$ cat config.mk
export PLATFORM = sky130hd
export DESIGN_NAME = jump_redirect_ctrl_flat
export DESIGN_NICKNAME = d
export VERILOG_FILES = /design/src/rtl/jump_redirect_ctrl_if.sv /design/src/rtl/jump_redirect_ctrl.sv /design/src/flat_wrapper.sv
export SDC_FILE = /design/constraint.sdc
export NUM_CORES = 1
export LEC_CHECK = 0
export CAP_MARGIN = 20
export CELL_PAD_IN_SITES_DETAIL_PLACEMENT = 2
export CELL_PAD_IN_SITES_GLOBAL_PLACEMENT = 2
export CORE_MARGIN = 1.5
export CORE_UTILIZATION = 24
export CTS_CLUSTER_SIZE = 12
export DETAILED_ROUTE_END_ITERATION = 6
export GPL_ROUTABILITY_DRIVEN = 0
export GPL_TIMING_DRIVEN = 0
export PLACE_DENSITY_LB_ADDON = 0.3
export SLEW_MARGIN = 30
export SYNTH_ARGS = -nofsm -noshare
export SYNTH_HDL_FRONTEND = slang
export SYNTH_SLANG_ARGS = --single-unit
$ cat constraint.sdc
create_clock -name clk -period 1.9 [get_ports clk]
set_clock_uncertainty 0.05 [all_clocks]
set_input_delay 0.38 -clock clk [delete_from_list [all_inputs] [get_ports clk]]
set_output_delay 0.38 -clock clk [all_outputs]
set_load 0.02 [all_outputs]
$ cat src/rtl/jump_redirect_ctrl_if.sv
// rtl/jump_redirect_ctrl_if.sv - decode request, fetch redirect and R7 link handshakes for jump_redirect_ctrl
interface jump_redirect_ctrl_if;
  logic        req_valid;
  logic        req_ready;
  logic [4:0]  opcode;
  logic [10:0] instr_imm;
  logic [15:0] rs_val;
  logic [15:0] pc_plus2;
  logic        redirect_valid;
  logic [15:0] redirect_pc;
  logic        redirect_ack;
  logic        flush;
  logic        link_wr_en;
  logic [15:0] link_wr_data;
  logic        link_wr_ack;
  logic        busy;

  modport master (
    input  req_valid, opcode, instr_imm, rs_val, pc_plus2, redirect_ack, link_wr_ack,
    output req_ready, redirect_valid, redirect_pc, flush, link_wr_en, link_wr_data, busy
  );

  modport slave (
    output req_valid, opcode, instr_imm, rs_val, pc_plus2, redirect_ack, link_wr_ack,
    input  req_ready, redirect_valid, redirect_pc, flush, link_wr_en, link_wr_data, busy
  );
endinterface

$ cat src/rtl/jump_redirect_ctrl.sv
// rtl/jump_redirect_ctrl.sv - J/JR/JAL/JALR target compute, fetch redirect, timed flush and R7 link write
// Optional feature: JUMP_LINK_EN enables the LINK state for JAL/JALR.
module jump_redirect_ctrl #(
  parameter int unsigned FLUSH_CYCLES = 2
) (
  input logic                 clk,
  input logic                 rst_n,
  jump_redirect_ctrl_if.master bus
);

  localparam logic [1:0] S_IDLE     = 2'd0;
  localparam logic [1:0] S_REDIRECT = 2'd1;
  localparam logic [1:0] S_FLUSH    = 2'd2;
  localparam logic [1:0] S_LINK     = 2'd3;

  localparam bit         HAS_FLUSH  = (FLUSH_CYCLES > 0);
  // The counter is loaded with one less so FLUSH lasts exactly FLUSH_CYCLES cycles.
  localparam logic [3:0] FLUSH_LOAD = HAS_FLUSH ? 4'(FLUSH_CYCLES - 1) : 4'd0;

  logic [1:0]  state_q, state_d;
  logic [3:0]  cnt_q, cnt_d;
  logic [15:0] target_q;

  logic        is_jump;
  logic        is_reg;
  logic        accept;
  logic [15:0] base;
  logic [15:0] offset;
  logic [15:0] target;
  logic        link_pending;
  logic        link_ack;

  always_comb begin
    is_jump = (bus.opcode[4:2] == 3'b001);
    is_reg  = bus.opcode[0];
    base    = is_reg ? bus.rs_val : bus.pc_plus2;
    offset  = is_reg ? {{8{bus.instr_imm[7]}}, bus.instr_imm[7:0]}
                     : {{5{bus.instr_imm[10]}}, bus.instr_imm};
    target  = base + offset;
    // Non-jump opcodes are consumed from decode but never leave IDLE.
    accept  = bus.req_valid && (state_q == S_IDLE) && is_jump;
  end

  always_comb begin
    state_d = state_q;
    cnt_d   = cnt_q;
    case (state_q)
      S_IDLE: begin
        if (accept) state_d = S_REDIRECT;
      end
      S_REDIRECT: begin
        if (bus.redirect_ack) begin
          if (HAS_FLUSH) begin
            state_d = S_FLUSH;
            cnt_d   = FLUSH_LOAD;
          end else if (link_pending) begin
            state_d = S_LINK;
          end else begin
            state_d = S_IDLE;
          end
        end
      end
      S_FLUSH: begin
        if (cnt_q == 4'd0) state_d = link_pending ? S_LINK : S_IDLE;
        else               cnt_d   = cnt_q - 4'd1;
      end
      S_LINK: begin
        if (link_ack) state_d = S_IDLE;
      end
      default: state_d = S_IDLE;
    endcase
  end

  always_ff @(posedge clk or negedge rst_n) begin
    if (!rst_n) begin
      state_q  <= S_IDLE;
      cnt_q    <= 4'd0;
      target_q <= 16'd0;
    end else begin
      state_q <= state_d;
      cnt_q   <= cnt_d;
      if (accept) target_q <= target;
    end
  end

`ifdef JUMP_LINK_EN
  logic        link_q;
  logic [15:0] link_data_q;

  always_ff @(posedge clk or negedge rst_n) begin
    if (!rst_n) begin
      link_q      <= 1'b0;
      link_data_q <= 16'd0;
    end else if (accept) begin
      link_q      <= bus.opcode[1];
      link_data_q <= bus.pc_plus2;
    end
  end

  assign link_pending     = link_q;
  assign link_ack         = bus.link_wr_ack;
  assign bus.link_wr_en   = (state_q == S_LINK);
  assign bus.link_wr_data = (state_q == S_LINK) ? link_data_q : 16'd0;
`else
  logic unused_link;
  // JAL/JALR collapse onto J/JR, so the link bit of the opcode and the writeback ack are dead.
  assign unused_link      = bus.link_wr_ack ^ bus.opcode[1];
  assign link_pending     = 1'b0;
  assign link_ack         = 1'b0;
  assign bus.link_wr_en   = 1'b0;
  assign bus.link_wr_data = 16'd0;
`endif

  assign bus.req_ready      = (state_q == S_IDLE);
  assign bus.busy           = (state_q != S_IDLE);
  assign bus.redirect_valid = (state_q == S_REDIRECT);
  assign bus.redirect_pc    = (state_q == S_REDIRECT) ? target_q : 16'd0;
  assign bus.flush          = (state_q == S_REDIRECT) || (state_q == S_FLUSH);

endmodule

$ cat src/flat_wrapper.sv
// flat-port wrapper written by rule: the top's interface ports become plain ports
module jump_redirect_ctrl_flat 
#(
  parameter int unsigned FLUSH_CYCLES = 2
)
  (clk, rst_n, bus_req_valid, bus_opcode, bus_instr_imm, bus_rs_val, bus_pc_plus2, bus_redirect_ack, bus_link_wr_ack, bus_req_ready, bus_redirect_valid, bus_redirect_pc, bus_flush, bus_link_wr_en, bus_link_wr_data, bus_busy);
  jump_redirect_ctrl_if bus_i ();
  input logic clk;
  input logic rst_n;
  input wire logic [$bits(bus_i.req_valid)-1:0] bus_req_valid;
  input wire logic [$bits(bus_i.opcode)-1:0] bus_opcode;
  input wire logic [$bits(bus_i.instr_imm)-1:0] bus_instr_imm;
  input wire logic [$bits(bus_i.rs_val)-1:0] bus_rs_val;
  input wire logic [$bits(bus_i.pc_plus2)-1:0] bus_pc_plus2;
  input wire logic [$bits(bus_i.redirect_ack)-1:0] bus_redirect_ack;
  input wire logic [$bits(bus_i.link_wr_ack)-1:0] bus_link_wr_ack;
  output wire logic [$bits(bus_i.req_ready)-1:0] bus_req_ready;
  output wire logic [$bits(bus_i.redirect_valid)-1:0] bus_redirect_valid;
  output wire logic [$bits(bus_i.redirect_pc)-1:0] bus_redirect_pc;
  output wire logic [$bits(bus_i.flush)-1:0] bus_flush;
  output wire logic [$bits(bus_i.link_wr_en)-1:0] bus_link_wr_en;
  output wire logic [$bits(bus_i.link_wr_data)-1:0] bus_link_wr_data;
  output wire logic [$bits(bus_i.busy)-1:0] bus_busy;
  assign bus_i.req_valid = bus_req_valid;
  assign bus_i.opcode = bus_opcode;
  assign bus_i.instr_imm = bus_instr_imm;
  assign bus_i.rs_val = bus_rs_val;
  assign bus_i.pc_plus2 = bus_pc_plus2;
  assign bus_i.redirect_ack = bus_redirect_ack;
  assign bus_i.link_wr_ack = bus_link_wr_ack;
  assign bus_req_ready = bus_i.req_ready;
  assign bus_redirect_valid = bus_i.redirect_valid;
  assign bus_redirect_pc = bus_i.redirect_pc;
  assign bus_flush = bus_i.flush;
  assign bus_link_wr_en = bus_i.link_wr_en;
  assign bus_link_wr_data = bus_i.link_wr_data;
  assign bus_busy = bus_i.busy;
  jump_redirect_ctrl #(.FLUSH_CYCLES(FLUSH_CYCLES)) u_core (.clk(clk), .rst_n(rst_n), .bus(bus_i));
endmodule
==> results of run 1 <==
[metrics by stage]
step	total power, uW	utilization	setup WS (ps)	instances	cell area (um2)
after floorplan	2021	-	-558.8	265	2376
after global placement	2681	0.3683	-1310	443	3212
after detailed placement	2775	0.3677	-1367	443	3207
after CTS	3245	0.4143	-560.3	474	3613
after global routing	3610	0.4360	-790.8	481	3802
final	3350	0.4360	-760.4	481	3802
[state kept, by name, indices dropped and copies added (netlist names)]
register / count
u_core.cnt_q: 4
u_core.target_q: 16
u_core.state_q: 2
[metal layers]
layer	wire [um]	part of all wire
met5	0	0
met4	45	0.0056
met3	257	0.032
met2	4282	0.54
met1	3417	0.43
[cells in the mapped netlist (all sizes together) (2+ instances only)]
cell type  count  area share
nand2         34       0.059
o21ai         27       0.063
dfrtp         22        0.26
ha            21        0.12
and2          20       0.058
buf           19       0.063
mux2          17       0.089
inv           15       0.026
a21oi         10       0.030
xnor2         10       0.041
clkbuf         5      0.0087
nor3           4      0.0093
nand3          3      0.0070
nor2           3      0.0052
o211ai         3       0.013
xor2           3       0.012
a211o          2      0.0081
a21o           2      0.0070
a221oi         2       0.011
a22o           2      0.0081
a22oi          2      0.0093
mux2i          2      0.0093
nand2b         2      0.0058
[power groups by stage]
stage                     sequential, uW  clock (uW)  combinational (uW)
final                                814         300                2240
after global routing                 846         335                2430
after CTS                            821         306                2120
after detailed placement             827           0                1950
after global placement               806           0                1870
after floorplan                      773           0                1250
[worst max path at each step]
stage,slack [ps],end,from,cells after the start
after floorplan,-560,u_core.target_q[8],bus_opcode[0],11
after detailed placement,-1370,u_core.target_q[8],bus_opcode[0],12
final,-760,u_core.target_q[10],bus_opcode[0],13
after global placement,-1310,u_core.target_q[8],bus_opcode[0],12
after global routing,-790,u_core.target_q[10],bus_opcode[0],13
after CTS,-560,u_core.target_q[10],bus_opcode[0],13
[critical path: cells and delay by family]
kind / cells / cell delay (ps)
AO/OA/AOI/OAI: 4 / 840
AND/OR/NAND/NOR: 1 / 260
adder cells (fa/ha/maj): 2 / 470
multiplexers: 1 / 210
buffers and inverters: 4 / 440
XOR/XNOR: 1 / 170
[repair_timing]
action | CTS | global route
gates resized for setup | 94 | 31
pin swaps | 36 | 28
buffers inserted | 29 | 8
setup endpoints to repair | 36 | 30
[cell families (layout without fill, tap and decap cells)]
logic type	after synthesis	count (layout)
flops	22	22
simple gates	73	73
xor+xnor	13	13
mux	19	19
other cells	1	17
compound gates	60	60
fa+ha+maj	22	22
buf+inv	39	147
[final cells by class]
type	count	area [um2]	share of cell area
Clock buffer	3	41.29	0.01086
Tap cell	108	135.1	0.03554
Multi-Input combinational cell	204	1841	0.4840
Sequential cell	22	550.5	0.1448
Buffer	23	187.7	0.04936
Inverter	15	56.30	0.01481
Timing Repair Buffer	106	991.0	0.2606
==> flow_summary.ini, run 1 <==
[clock_network]
clockBufferDepth = 2
holdBufCountCts = 0
cts_buffers = 3
htree_levels = 1
clock_latency_ps = 270
cts_tree = done
cts-root-buf = clkbuf_8
clkTransAtPathRegs_ps = 80
numClockSinks = 22

[sta]
worst-slew-pin-transition_ps = 517.4
fmax_mhz = 375.9
fin_hold_ws_ps = 22.93
tns_ps = -9752
final-hold-violation-count = 0
slew_violations = 0
fin_ws_ps = -760.4
relSlewSlack = 0.6550
min_period_over_period = 1.400
post-route-min-period_ps = 2660
rsz0062_at_grt = yes
setup_viol = 26

[power]
pwr-share-comb = 0.667
power_density_nw_per_um2 = 881.1
switching_power_uw = 1452
irDropWorstVdd_uv = 367.5
leakage_uw = 0.001711
switching_share = 0.4333
p_int_uw = 1899
power_frac_seq = 0.243
clkPwrFrac = 0.090

[floorplanning]
die-area_um2 = 9544
initial_core_util = 0.2468
fp.dieW_um = 97.70
pin_count = 90
core_um2 = 8721
fp-row-count = 34
die_h_um = 97.70

[layout]
most-common-layout-cells = clkdlybuf4s50_1, buf_4, nand2_1
drive_gt1_frac = 0.3727
diodes = 0
area_delta_synth_final_pct = 76.69
finalNetCount = 450
layout_commonest_cell = clkdlybuf4s50_1
nFillCells = 944

[global_route]
grt_max_degree = 23
grt_usage = 0.1607
grt_pass1_vias = 2490
antenna_found_initial = 0
grtUsageMet1 = 0.1973
met3_usage = 0.02014
gr-total-overflow = 0
grt_pass1_wl_um = 12500
grt_util_met2 = 0.2991
grt_busiest_layer = met2

[synth]
synth_compound_area_frac = 0.1924
ys_seq_elements = 22
netlist_instances = 249
mappedNetlistArea_um2 = 2152
synth_xor_area_frac = 0.05291
synthMuxAreaShare = 0.09826
synth_ff_type = dfrtp_1
ys_types = 49
yosys.area_share.simple = 0.1692
avgSynthCellArea_um2 = 8.643
ys_warn_count = 0
synth_top_family_by_area = compound AO/OA/AOI/OAI gates
synthAdderAreaFrac = 0.1314
synth_edf_count = 0
async_reset_ff_frac = 1.000
ys_seq_area_frac = 0.2558

[detailed_routing]
vias = 2231
first_pass_iters = 4
drt_wl_total_um = 8003
ant_nets = 0
drc = 0
wl_per_cell_um = 16.64
drt_iter0_drc = 35
via_per_inst = 4.638

[run_status]
status = complete, but fails checks
violations = negative setup slack

[worst_setup_path]
start_kind = primary input
crit_type = primary input to register
path_max_fanout = 5
worstRegToRegCells = 7
required_ps = 2000
slowest_delay_ps = 350
worstPathArrival_ps = 2760
end_kind = register
cp_slowest_cell = a311o_1
crit_chain = buf_8 > buf_12 > mux2_4 > ha_4 > inv_2 > fa_2 > and2b_2 > o211ai_1 > buf_4 > a311o_1 > a22oi_2 > xnor2_2 > o21ai_1
r2r_end = u_core.cnt_q[1]
r2r-start = u_core.state_q[0]
r2r_slack_ps = 140

[placed_design]
place_hpwl_um = 5399
portBuffers = 70

[hold_path]
min_path_type = primary input to asynchronous set/reset pin

[run]
max_cap_violations = 0
Note: power is estimated with default switching activity, not from simulation.
==> run 2, diff against run 1 <==
CORE_ASPECT_RATIO = 0.75   (was unset)
SKIP_LAST_GASP = 1   (was unset)
==> run 2 against run 1 <==
  * The run still ends with negative setup slack left
  * Clock power grew 100%
  * Largest cell class unchanged
  * Critical path type unchanged
  * Non-clock buffer count shrank 9
  * Global-route usage shrank 0.77 points
  * Register-to-register slack lost 60 ps
==> flow_summary.ini, run 2 (synthesis results as in run 1) <==
[run_status]
status = complete, but fails checks
violations = negative setup slack

[detailed_routing]
wl_per_cell_um = 16.01
drc = 0
via_per_inst = 4.651
ant_nets = 0
first_pass_iters = 6
drt_wl_total_um = 7572
vias = 2200
drt_iter0_drc = 55

[worst_setup_path]
path_max_fanout = 6
r2r_end = u_core.target_q[0]
r2r_slack_ps = 80
r2r-start = u_core.state_q[0]
required_ps = 1980
worstRegToRegCells = 6
crit_type = primary input to register
start_kind = primary input
end_kind = register
worstPathArrival_ps = 2600

[floorplanning]
fp-row-count = 29
pin_count = 90
initial_core_util = 0.2513
die-area_um2 = 9550
core_um2 = 8563
die_h_um = 85.01
fp.dieW_um = 112.3

[clock_network]
clock_latency_ps = 260
clkTransAtPathRegs_ps = 60
numClockSinks = 22
htree_levels = 1
clockBufferDepth = 2
cts-root-buf = clkbuf_16
cts_buffers = 3
cts_tree = done

[hold_path]
min_path_type = primary input to asynchronous set/reset pin

[global_route]
grt_usage = 0.1530
grt_pass1_vias = 2403
antenna_found_initial = 0
grt_pass1_wl_um = 11880
grt_max_degree = 23
gr-total-overflow = 0

[sta]
setup_viol = 13
relSlewSlack = 0.6509
min_period_over_period = 1.326
worst-slew-pin-transition_ps = 523.6
slew_violations = 0
fmax_mhz = 397.0
post-route-min-period_ps = 2519
final-hold-violation-count = 0
tns_ps = -5021
fin_ws_ps = -618.7
rsz0062_at_grt = yes

[layout]
largest_reg_flops = 16
area_delta_synth_final_pct = 66.16
regMostFlops = u_core.target_q
diodes = 0
most-common-layout-cells = buf_4, clkdlybuf4s50_1, nand2_1
reg.largest.list = u_core.target_q (16), u_core.cnt_q (4), u_core.state_q (2)
finalNetCount = 441
drive_gt1_frac = 0.3425
fin_util = 0.4176

[power]
irDropWorstVdd_uv = 383.7
switching_power_uw = 1464
clkPwrFrac = 0.171
pwr-share-comb = 0.598
power_density_nw_per_um2 = 987.4
switching_share = 0.4146
power_frac_seq = 0.231
leakage_uw = 0.001636
p_int_uw = 2067

[placed_design]
dpl_worst_slack_ps = -1483
place_hpwl_um = 5473
portBuffers = 70

[run]
max_cap_violations = 0
run 2: changes by cell type in the layout (fill, tap and decap cells not counted), moves of 4 or more:
cell             before  now
clkbuf_2              1   12
ha_1                  5    9
mux2_4                7    3
o21ai_0               7   12
clkdlybuf4s50_1      47   41
ha_2                  4    0
mux2_2               10   14
buf_6                12    2
run 2: repair_timing:
item	in CTS	in global routing
pin swaps	22	12
setup buffers	23	4
setup endpoints to repair	36	33
hold buffers	0	0
resized for setup	77	31
run 2: worst max-delay path by stage:
stage                              from                  end  slack, ps  cells past startpoint
after global placement    bus_opcode[0]  u_core.target_q[13]      -1390                     12
after global routing      bus_opcode[0]  u_core.target_q[14]       -720                     12
after floorplan           bus_opcode[0]   u_core.target_q[8]       -560                     11
after CTS                 bus_opcode[0]  u_core.target_q[14]       -600                     12
after detailed placement  bus_opcode[0]  u_core.target_q[13]      -1480                     12
final                     bus_opcode[0]  u_core.target_q[14]       -620                     12
run 2: metal layers:
layer,vias up,wire length (um),global-route usage
met2,53,3839,0.2872
met3,5,256,0.02071
met1,1073,3426,0.1933
met4,0,50,0.01726
li1,1069,-,-
met5,-,0,0
run 2: area by class of cell:
cell class / count / area [um2]
buffer: 24 / 209.0
inverter: 15 / 56.30
timing repair buffer: 96 / 813.3
clock buffer: 3 / 75.07
tap: 108 / 135.1
fill: 936 / 4987
multi-input combinational: 204 / 1707
sequential: 22 / 550.5
clock inverter: 1 / 30.03
run 2: through the flow:
step           cells  cell area [um2]  hold slack [ps]  total power [uW]
2_1_floorplan    265             2376            34.41              2021
3_3_place_gp     443             3212            403.2              2689
3_5_place_dp     443             3207            340.7              2762
4_1_cts          470             3572            67.28              3493
5_1_grt          473             3576            80.14              3800
6_report         473             3576            42.55              3531
run 2: critical path, stage by stage:
cell	delay (ps)
buf_8	100
buf_12	130
mux2_4	210
ha_4	140
inv_2	30
fa_2	330
and2b_1	230
o211ai_1	180
a31o_2	300
o311ai_2	300
xnor2_1	180
o21ai_1	80
run 2: power by group through the flow:
stage,combinational (uW),clock [uW],sequential [uW]
3_3_place_gp,1870,0,815
6_report,2110,603,815
3_5_place_dp,1940,0,825
4_1_cts,2070,611,814
2_1_floorplan,1250,0,773
5_1_grt,2330,622,846
==> run 3, diff against run 2 <==
RECOVER_POWER = 100   (was unset)
==> run 3 against run 2 <==
  * The flow still finishes with violations (negative setup slack)
  * Largest cell class unchanged
  * Highest routed layer unchanged
  * Cell count unchanged
  * Core utilization shrank 0.16 points
  * Largest power group unchanged
  * Die area did not move
  * Sequential share of layout area increased by 0.059 points
==> flow_summary.ini, run 3 (synthesis results as in run 1) <==
[run_status]
status = complete, but fails checks
violations = negative setup slack

[detailed_routing]
first_pass_iters = 6
drt_iter0_drc = 48
vias = 2195
wl_per_cell_um = 15.98
ant_nets = 0
via_per_inst = 4.641
drc = 0
drt_wl_total_um = 7558

[global_route]
grt_pass1_wl_um = 11880
grt_pass1_vias = 2403
grt_busiest_layer = met2
grt_util_met2 = 0.2872
grt_usage = 0.1530
antenna_found_initial = 0
met3_usage = 0.02071
gr-total-overflow = 0
grtUsageMet1 = 0.1933
grt_max_degree = 23

[floorplanning]
die_h_um = 85.01
initial_core_util = 0.2513
die-area_um2 = 9550
pin_count = 90
fp-row-count = 29
fp.dieW_um = 112.3
core_um2 = 8563

[layout]
reg.largest.list = u_core.target_q (16), u_core.cnt_q (4), u_core.state_q (2)
area_delta_synth_final_pct = 65.52
most-common-layout-cells = clkdlybuf4s50_1, buf_4, nand2_1
layout_commonest_cell = clkdlybuf4s50_1
finalNetCount = 441
nFillCells = 937
largest_reg_flops = 16
finish.instance_area_um2 = 3562
regMostFlops = u_core.target_q
drive_gt1_frac = 0.3397
diodes = 0
fin_util = 0.4160

[run]
max_cap_violations = 0

[clock_network]
cts-root-buf = clkbuf_16
cts_tree = done
numClockSinks = 22
clkTransAtPathRegs_ps = 60
htree_levels = 1
clockBufferDepth = 2
clock_latency_ps = 260
cts_buffers = 3

[worst_setup_path]
r2r-start = u_core.state_q[1]
startpoint = bus_opcode[0]
required_ps = 1980
r2r_slack_ps = 60
end_kind = register
start_kind = primary input
r2r_end = u_core.cnt_q[3]
path_max_fanout = 6
crit_type = primary input to register
worstPathArrival_ps = 2600
worstRegToRegCells = 7

[power]
switching_share = 0.4149
p_int_uw = 2046
pwr-share-comb = 0.595
leakage_uw = 0.001630
irDropWorstVdd_uv = 378.8
switching_power_uw = 1451
power_frac_seq = 0.233
clkPwrFrac = 0.172
power_density_nw_per_um2 = 981.8

[sta]
rsz0062_at_grt = yes
fin_ws_ps = -619.3
tns_ps = -5335
final-hold-violation-count = 0
post-route-min-period_ps = 2519
relSlewSlack = 0.1586
min_period_over_period = 1.326
fmax_mhz = 396.9
worst-slew-pin-transition_ps = 1262
setup_viol = 26
slew_violations = 0

[placed_design]
placed_area_um2 = 3207
place_hpwl_um = 5473
portBuffers = 70

[hold_path]
min_path_type = primary input to asynchronous set/reset pin
==> run 3: how the worst max path moves through the flow <==
stage,slack (ps),to,cells after the start
6_report,-620,u_core.target_q[14],12
5_1_grt,-720,u_core.target_q[14],12
4_1_cts,-600,u_core.target_q[14],12
3_5_place_dp,-1480,u_core.target_q[13],12
3_3_place_gp,-1390,u_core.target_q[13],12
2_1_floorplan,-560,u_core.target_q[8],11
==> run 3: cell type report <==
type,instances,area (um2),share of cell area
plain buffers,24,209.0,0.05866
clock buffers,3,75.07,0.02107
clock inverters,1,30.03,0.008430
inverters,15,56.30,0.01581
multi-input cells,204,1697,0.4763
flip-flops and latches,22,550.5,0.1545
well taps,108,135.1,0.03793
repair buffers,96,809.5,0.2273
==> run 3: per-layer routing <==
layer / up-vias / share of wire
met5: - / 0
met4: 0 / 0.0066
met3: 5 / 0.033
met2: 51 / 0.51
met1: 1073 / 0.45
li1: 1066 / -
==> run 3: through the flow <==
stage / total power (uW) / std cells / hold WS, ps / setup slack, ps
6_report: 3497 / 473 / 324.5 / -619.3
5_1_grt: 3769 / 473 / 420.8 / -718.3
4_1_cts: 3493 / 470 / 67.28 / -599.8
3_5_place_dp: 2762 / 443 / 340.7 / -1483
3_3_place_gp: 2689 / 443 / 403.2 / -1389
2_1_floorplan: 2021 / 265 / 34.41 / -558.8
==> run 3: critical path, cell delays in order <==
cell      delay (ps)
buf_8            100
buf_12           130
mux2_4           210
ha_4             140
inv_2             30
fa_2             330
and2b_1          230
o211ai_1         180
a31o_2           300
o311ai_2         300
xnor2_1          180
o21ai_1           80
==> run 3: power by group through the flow <==
stage                     registers (uW)  logic, uW  clock network [uW]
after floorplan                      773       1250                   0
after CTS                            814       2070                 611
after global routing                 846       2300                 622
after detailed placement             825       1940                   0
after global placement               815       1870                   0
final                                816       2080                 602
==> run 3: repair_timing <==
action                                  in CTS  in global routing
hold buffers                                 0                  0
buffers inserted                            23                  4
pin swaps                                   22                 12
resized for setup                           77                 31
endpoints found under the setup margin      36                 33
